### src/rtl/cov_bin_monitor.sv
// cov_bin_monitor: passive cmd/adr bus coverage monitor.
// Keeps a saturating hit counter per {cmd,adr} bin, tracks how many bins
// have been hit, and queues the first hit of every bin (with its data) in
// a small FIFO drained through a valid/ready port.
module cov_bin_monitor #(
  parameter int CMD_W      = 4,
  parameter int ADR_W      = 4,
  parameter int DATA_W     = 4,
  parameter int CNT_W      = 4,
  parameter int FIFO_DEPTH = 8
) (
  input  logic                   clk,
  input  logic                   rst,
  input  logic                   in_valid,
  input  logic [CMD_W-1:0]       cmd,
  input  logic [ADR_W-1:0]       adr,
  input  logic [DATA_W-1:0]      data,
  input  logic                   clr,
  output logic                   evt_valid,
  input  logic                   evt_ready,
  output logic [CMD_W-1:0]       evt_cmd,
  output logic [ADR_W-1:0]       evt_adr,
  output logic [DATA_W-1:0]      evt_data,
  output logic                   evt_overflow,
  output logic [CMD_W+ADR_W:0]   uniq_cnt,
  output logic                   all_hit,
  input  logic                   rd_en,
  input  logic [CMD_W-1:0]       rd_cmd,
  input  logic [ADR_W-1:0]       rd_adr,
  output logic                   rd_valid,
  output logic [CNT_W-1:0]       rd_count
);

  localparam int BW    = CMD_W + ADR_W;
  localparam int NBINS = 1 << BW;
  localparam int AW    = $clog2(FIFO_DEPTH);
  localparam int EW    = CMD_W + ADR_W + DATA_W;
  localparam int UW    = BW + 1;

  logic [CNT_W-1:0] bin_cnt  [NBINS];
  logic [EW-1:0]    fifo_mem [FIFO_DEPTH];
  logic [AW:0]      wr_ptr, rd_ptr;
  logic [UW-1:0]    uniq_q;
  logic             all_hit_q;
  logic             ovf_q;
  logic             vld_p1;
  logic [CNT_W-1:0] rd_count_p1;

  logic [BW-1:0]    bin_idx_p0;
  logic [CNT_W-1:0] hit_cnt_p0;
  logic             clear_p0;
  logic             first_hit_p0;
  logic [AW:0]      fifo_cnt;
  logic             fifo_full;
  logic             pop;
  logic             push_ok;
  logic             drop;
  logic [UW-1:0]    uniq_nxt;

  // Counters stick at all-ones instead of wrapping back to zero.
  function automatic logic [CNT_W-1:0] sat_inc(input logic [CNT_W-1:0] v);
    return (&v) ? v : v + 1'b1;
  endfunction

  // Stage p0: decode the current bus sample against the bin table.
  assign bin_idx_p0   = {cmd, adr};
  assign hit_cnt_p0   = bin_cnt[bin_idx_p0];
  assign clear_p0     = rst | clr;
  assign first_hit_p0 = in_valid && (hit_cnt_p0 == '0);

  // A pop in the same cycle frees a slot, so a full FIFO can still accept.
  assign fifo_cnt  = wr_ptr - rd_ptr;
  assign fifo_full = (fifo_cnt == (AW+1)'(FIFO_DEPTH));
  assign evt_valid = (wr_ptr != rd_ptr);
  assign pop       = evt_valid && evt_ready;
  assign push_ok   = first_hit_p0 && (!fifo_full || pop);
  assign drop      = first_hit_p0 && fifo_full && !pop;
  assign uniq_nxt  = uniq_q + UW'(1);

  // Stage p1: per-bin saturating hit counters; clear wins over a sample.
  always_ff @(posedge clk) begin
    if (clear_p0) begin
      for (int i = 0; i < NBINS; i++) bin_cnt[i] <= '0;
    end else if (in_valid) begin
      bin_cnt[bin_idx_p0] <= sat_inc(hit_cnt_p0);
    end
  end

  // Event FIFO storage; entries are only meaningful between the pointers.
  always_ff @(posedge clk) begin
    if (push_ok && !clear_p0) fifo_mem[wr_ptr[AW-1:0]] <= {cmd, adr, data};
  end

  // Control state: FIFO pointers, unique count, sticky overflow, query port.
  always_ff @(posedge clk) begin
    if (clear_p0) begin
      wr_ptr      <= '0;
      rd_ptr      <= '0;
      uniq_q      <= '0;
      all_hit_q   <= 1'b0;
      ovf_q       <= 1'b0;
      vld_p1      <= 1'b0;
      rd_count_p1 <= '0;
    end else begin
      if (pop)     rd_ptr <= rd_ptr + 1'b1;
      if (push_ok) wr_ptr <= wr_ptr + 1'b1;
      if (drop)    ovf_q  <= 1'b1;
      if (first_hit_p0) begin
        uniq_q    <= uniq_nxt;
        all_hit_q <= (uniq_nxt == UW'(NBINS));
      end
      vld_p1 <= rd_en;
      if (rd_en) rd_count_p1 <= bin_cnt[{rd_cmd, rd_adr}];
    end
  end

  assign {evt_cmd, evt_adr, evt_data} = fifo_mem[rd_ptr[AW-1:0]];
  assign evt_overflow = ovf_q;
  assign uniq_cnt     = uniq_q;
  assign all_hit      = all_hit_q;
  assign rd_valid     = vld_p1;
  assign rd_count     = rd_count_p1;

endmodule

### config.mk
export PLATFORM = sky130hd
export DESIGN_NAME = cov_bin_monitor
export DESIGN_NICKNAME = d
export VERILOG_FILES = /design/src/rtl/cov_bin_monitor.sv
export SDC_FILE = /design/constraint.sdc
export NUM_CORES = 2
export LEC_CHECK = 0
export ABC_AREA = 1
export BUFFER_PORTS_ARGS = -buffer_cell sky130_fd_sc_hd__buf_4
export CAP_MARGIN = 20
export CORE_MARGIN = 2
export CORE_UTILIZATION = 55
export DETAILED_ROUTE_END_ITERATION = 7
export PLACE_DENSITY_LB_ADDON = 0.2
export REMOVE_ABC_BUFFERS = 1
export SYNTH_ARGS = -nofsm -noshare
export SYNTH_HDL_FRONTEND = slang
export SYNTH_SLANG_ARGS = --single-unit
### constraint.sdc
create_clock -name clk -period 5.2 [get_ports clk]
set_input_delay 1.04 -clock clk [delete_from_list [all_inputs] [get_ports clk]]
set_output_delay 1.04 -clock clk [all_outputs]
set_load 0.01 [all_outputs]
Yosys cells after proc, flatten, opt, wreduce, memory -nomap -nowiden:

Memories as Yosys holds them, arrays and structs flattened. A register that Yosys moved wholly into a read port is not among the register bits.
Cells that the tools add are included.
W data, S select, Z words.

* RAM bits: 1120
* memories kept: 2
* register bits: 20

* eq/ne operators: 3
* add/subtract/negate cells: 5
* mux-type cells: 13
* bitwise logic cells: 1
* reduce and logical (&&, ||, !) cells: 13

Memory list
* bin_cnt: depth 256, width 4, rd ports 2, clocked after Yosys merged registers in 1, write ports 256, RTL line 40 `logic [CNT_W-1:0] bin_cnt [NBINS];`
* fifo_mem: depth 8, width 12, rd ports 1, clocked after Yosys merged registers in 1, write ports 1, RTL line 41 `logic [EW-1:0] fifo_mem [FIFO_DEPTH];`

Operators by type and width (count)
* $add A4 B1 Y4 const B: 3
* $add A9 B1 Y9 const B: 1
* $eq A9 B9 Y1 const B: 1
* $mux W1: 8
* $mux W4: 2
* $mux W8: 1
* $logic_and A1 B1 Y1: 6
* $mux W3: 2
* $eq A4 B4 Y1 const B: 1
* $logic_not A4 Y1: 1
* $ne A4 B4 Y1: 1
* $reduce_and A4 Y1: 1
* $reduce_or A4 Y1: 1
* $sub A4 B4 Y4: 1
* $logic_not A1 Y1: 3
* $logic_or A1 B1 Y1: 1
* $or A1 B1 Y1: 1

Longest topological paths before layout:

* depth after elaboration: 8
* gate-level depth with buffers: 24
* gate-level depth less buffers: 20

Worst setup path after synthesis:

OpenSTA, ideal clock, no wires.

* path kind: input -> register
* start: input adr[1]
* end: memory fifo_mem[1][0] (netlist bit), enable pin
* stages on the path: 21
* library setup time: 0.396 ns
* data arrival time: 3.891 ns
* data required time: 4.804 ns
* path slack: 0.913 ns
* buffers on the path: 3
* cell sequence: buf_2 nand2_1 inv_2 buf_2 buf_1 a22oi_1 nand2_1 nand2_1 nand2_1 nor2_1 nor2_1 nor2_1 nand2_1 nor2_1 nand3_2 inv_1 ha_1 nand2_1 inv_1 nand4_2 nor3_1

* cells in the longest elaborated chain, start to end: 7

RTL lines
* from (decl): RTL line 16 `input logic [ADR_W-1:0] adr,`
* $mem_v2 Z256 W4
* $logic_not A4 Y1: RTL line 69 `assign first_hit_p0 = in_valid && (hit_cnt_p0 == '0);`
* $logic_and A1 B1 Y1: RTL line 69
* $logic_and A1 B1 Y1: RTL line 76 `assign push_ok = first_hit_p0 && (!fifo_full || pop);`
* $logic_and A1 B1 Y1: RTL line 91 `if (push_ok && !clear_p0) fifo_mem[wr_ptr[AW-1:0]] <= {cmd, adr, data};`
* $mux W1: RTL line 91
* $mux W1 (implied by the code): RTL line 91
* to (decl): RTL line 41

No other way between the ends.

==> results_dict.tcl <==
set metrics [dict create \
    status "complete, no violations" \
    clock_path_buffers 3 \
    post-dp-hpwl_um 136000 \
    cts_buffers 120 \
    fp.dieH_um 339 \
    fin_util_pct 61.4 \
    io_buffers 54 \
    synth_area_mm2 0.0617 \
    gp_congestion 0.990 \
    rrSetupSlack_ns 1.33 \
    r2r-end "bin_cnt[188][1]$_SDFFCE_PN0P_" \
    post-cts-setup-buffer-count 0 \
    cts_tree "done" \
    area_delta_synth_final_pct 10.4 \
    r2r-start "bin_cnt[148][1]$_SDFFCE_PN0P_" \
    path_class "input port to flip-flop" \
    wl_per_cell_um 24.7 \
    cts.htree.levels 3 \
    cts_resized 0 \
    netlist_instances 7508 \
    crit_end "bin_cnt[188][1]$_SDFFCE_PN0P_" \
    slew_violations 0 \
    grt_pass1_wl_um 328000 \
    synth_area_per_cell_um2 8.21 \
    crit_top_cell "nand2_1" \
    grt_pass1_vias 54300 \
    drc 0 \
    nets 7333 \
    powerDensity_mw_per_mm2 332 \
    clock_sinks 1147 \
    core-area_mm2 0.111 \
    fp-row-count 122 \
    maxCapViolCount 0 \
    worst_pin_slew_ns 1.22 \
    reg2reg_depth 15 \
    hold_path_class "flip-flop to flip-flop" \
    async_reset_ff_share_pct 0 \
    clock-root-buffer "clkbuf_16" \
    fin_crit_sh_pct 90.0 \
    ys_types 37 \
    io_pins 55 \
    clock_latency_ns 0.75 \
    drt_wl_total_um 220000 \
    crit_fanout 59 \
    holdBufCountCts 0 \
    cts.clk_slew.worst_paths_ns 0.06 \
    drt_iter0_markers 9037 \
    drtPass1Iterations 7 \
    start_util_pct 55.6 \
    fin_skew_ns 0.0552 \
    hold_violations 0 \
    drive_gt1_share_pct 6.68 \
    grt_max_degree 239 \
    fin_tns_setup_ns 0 \
    slew_headroom_pct 18.7 \
    nFillCells 9500 \
    routed-via-count 57400 \
    start_kind "input port" \
    cp-end-kind "flip-flop" \
    ant_nets 0 \
    ys_seq_area_share_pct 55.4 \
    period_needed_ns 4.68 \
    path_cells "clkbuf_8 -> nor2_4 -> buf_12 -> buf_4 -> a22oi_1 -> nand2_1 -> nand2_1 -> nand4_1 -> a21oi_1 -> nand2_1 -> nor2_1 -> nand3_2 -> ha_1 -> nand3_1 -> nand2_1 -> o21ai_4 -> buf_4 -> buf_12 -> nor2_1" \
    overflow 0 \
    routed_via_density 6.45 \
    dieWidth_um 339 \
    grtUsageTotal_pct 37.4 \
    ys_ff_latch 1147 \
    synth_edf_count 1120 \
    cp.arrival_ns 5.13 \
    crit_required_ns 5.65 \
    slowest_stage "nor2_1" \
    ys_warn_count 0 \
    vdd_ir_drop_max_uv 286 \
    rsz0062_at_grt "no" \
    setup_viol 0 \
    p_leak_nw 26.2 \
    ys.flop_type "edfxtp_1" \
    critPathMaxStageDelay_ns 0.48 \
    die_area_mm2 0.115 \
    grt_antenna_before_repair 5 \
    critPathLaunch "adr[0]" \
    clock.fmax_mhz 214 \
]
cell families (layout without fill, tap and decap cells):
kind of cell / count (synthesis) / count (layout) / synth area share [%]
other cells: 0 / 6 / 0
xor+xnor: 12 / 12 / 0.170
fa+ha+maj: 9 / 9 / 0.183
compound gates: 1286 / 1286 / 11.5
flops: 1147 / 1147 / 55.4
buf+inv: 667 / 557 / 4.86
simple gates: 4387 / 4387 / 27.9
cell usage in the layout (no fill, tap or decap), types with 84 or more instances in the layout:
cell	instances
nor2_1	1538
clkbuf_16	122
buf_4	180
a21oi_1	299
a22oi_1	116
edfxtp_1	1120
buf_12	84
nand4_1	108
nand3_1	296
nand2_1	2405
o21ai_0	579
o22ai_1	268
stage by stage:
stage | std cells | setup WS [ns] | instance area (µm²) | hold slack [ns] | total power, W
2_1_floorplan | 6908 | -9.03 | 58900 | 0.483 | 0.0124
3_3_place_gp | 8663 | 0.185 | 64100 | 0.457 | 0.0138
3_5_place_dp | 8664 | 0.179 | 64100 | 0.465 | 0.0138
4_1_cts | 8886 | 0.916 | 68100 | 0.475 | 0.0224
5_1_grt | 8886 | 0.475 | 68100 | 0.505 | 0.0231
6_report | 8892 | 0.522 | 68100 | 0.472 | 0.0226
report_power, final:
part           total, W  internal, W  leakage (nW)  switching, W
clock           0.00882      0.00502          1.93       0.00380
sequential       0.0107       0.0105          12.5      0.000226
combinational   0.00306     0.000813          11.8       0.00225
flip-flops by register name, indices dropped and copies added (netlist names), named ones only:
name,count
wr_ptr,4
rd_valid,1
uniq_cnt,9
rd_count,4
bin_cnt,1024
fifo_mem,96
evt_overflow,1
all_hit,1
rd_ptr,4
cell type report:
type	count	area (µm²)	share of cell area, %
tap	1488	1860	2.73
clock buffer	137	3110	4.57
multi-input combinational	5694	24700	36.3
clock inverter	85	860	1.26
antenna	6	15.0	0.0221
sequential	1147	34200	50.2
inverter	67	278	0.408
timing repair buffer	268	3090	4.53
metal layers:
| metal | track usage [%] | vias up | routed length, µm |
|---|---|---|---|
| met2 | 56.7 | 4676 | 95700 |
| li1 | - | 25100 | - |
| met1 | 48.6 | 26700 | 77200 |
| met3 | 10.0 | 936 | 32700 |
| met5 | 0 | - | 49 |
| met4 | 21.8 | 8 | 14100 |
critical path, delay by kind of cell:
family                   cells  cell delay, ns
AO/OA/AOI/OAI                3            0.47
buffers and inverters        5            1.25
AND/OR/NAND/NOR             10            1.81
adder cells (fa/ha/maj)      1            0.38
how the worst min path moves through the flow:
stage	start	endpoint	slack (ns)	cells after the start
floorplan	rd_ptr[2]$_SDFFE_PP0P_	flip-flop	0.48	2
global placement	evt_overflow$_SDFFE_PP0P_	evt_overflow$_SDFFE_PP0P_	0.46	2
detailed placement	all_hit$_SDFFE_PP0P_	all_hit$_SDFFE_PP0P_	0.47	2
CTS	all_hit$_SDFFE_PP0P_	all_hit$_SDFFE_PP0P_	0.48	2
global route	all_hit$_SDFFE_PP0P_	all_hit$_SDFFE_PP0P_	0.50	2
finish	all_hit$_SDFFE_PP0P_	all_hit$_SDFFE_PP0P_	0.47	2
synthesized netlist by cell type, types with 8 or more instances:
library cell     n  share of area, %
a21oi_1        299               2.4
a22oi_1        116               1.4
a31oi_1         12              0.12
buf_1           44              0.27
buf_2          144               1.2
buf_4           62              0.75
buf_6           10              0.18
clkbuf_1       340               2.1
dfxtp_1         27              0.88
edfxtp_1      1120                55
ha_1             9              0.18
inv_1           60              0.37
nand2_1       2407                15
nand3_1        296               2.4
nand4_1        108               1.1
nor2_1        1559               9.5
o21ai_0        579               4.7
o22ai_1        268               2.7
xor2_1           8              0.11
Power figures use the tool's default switching activity.
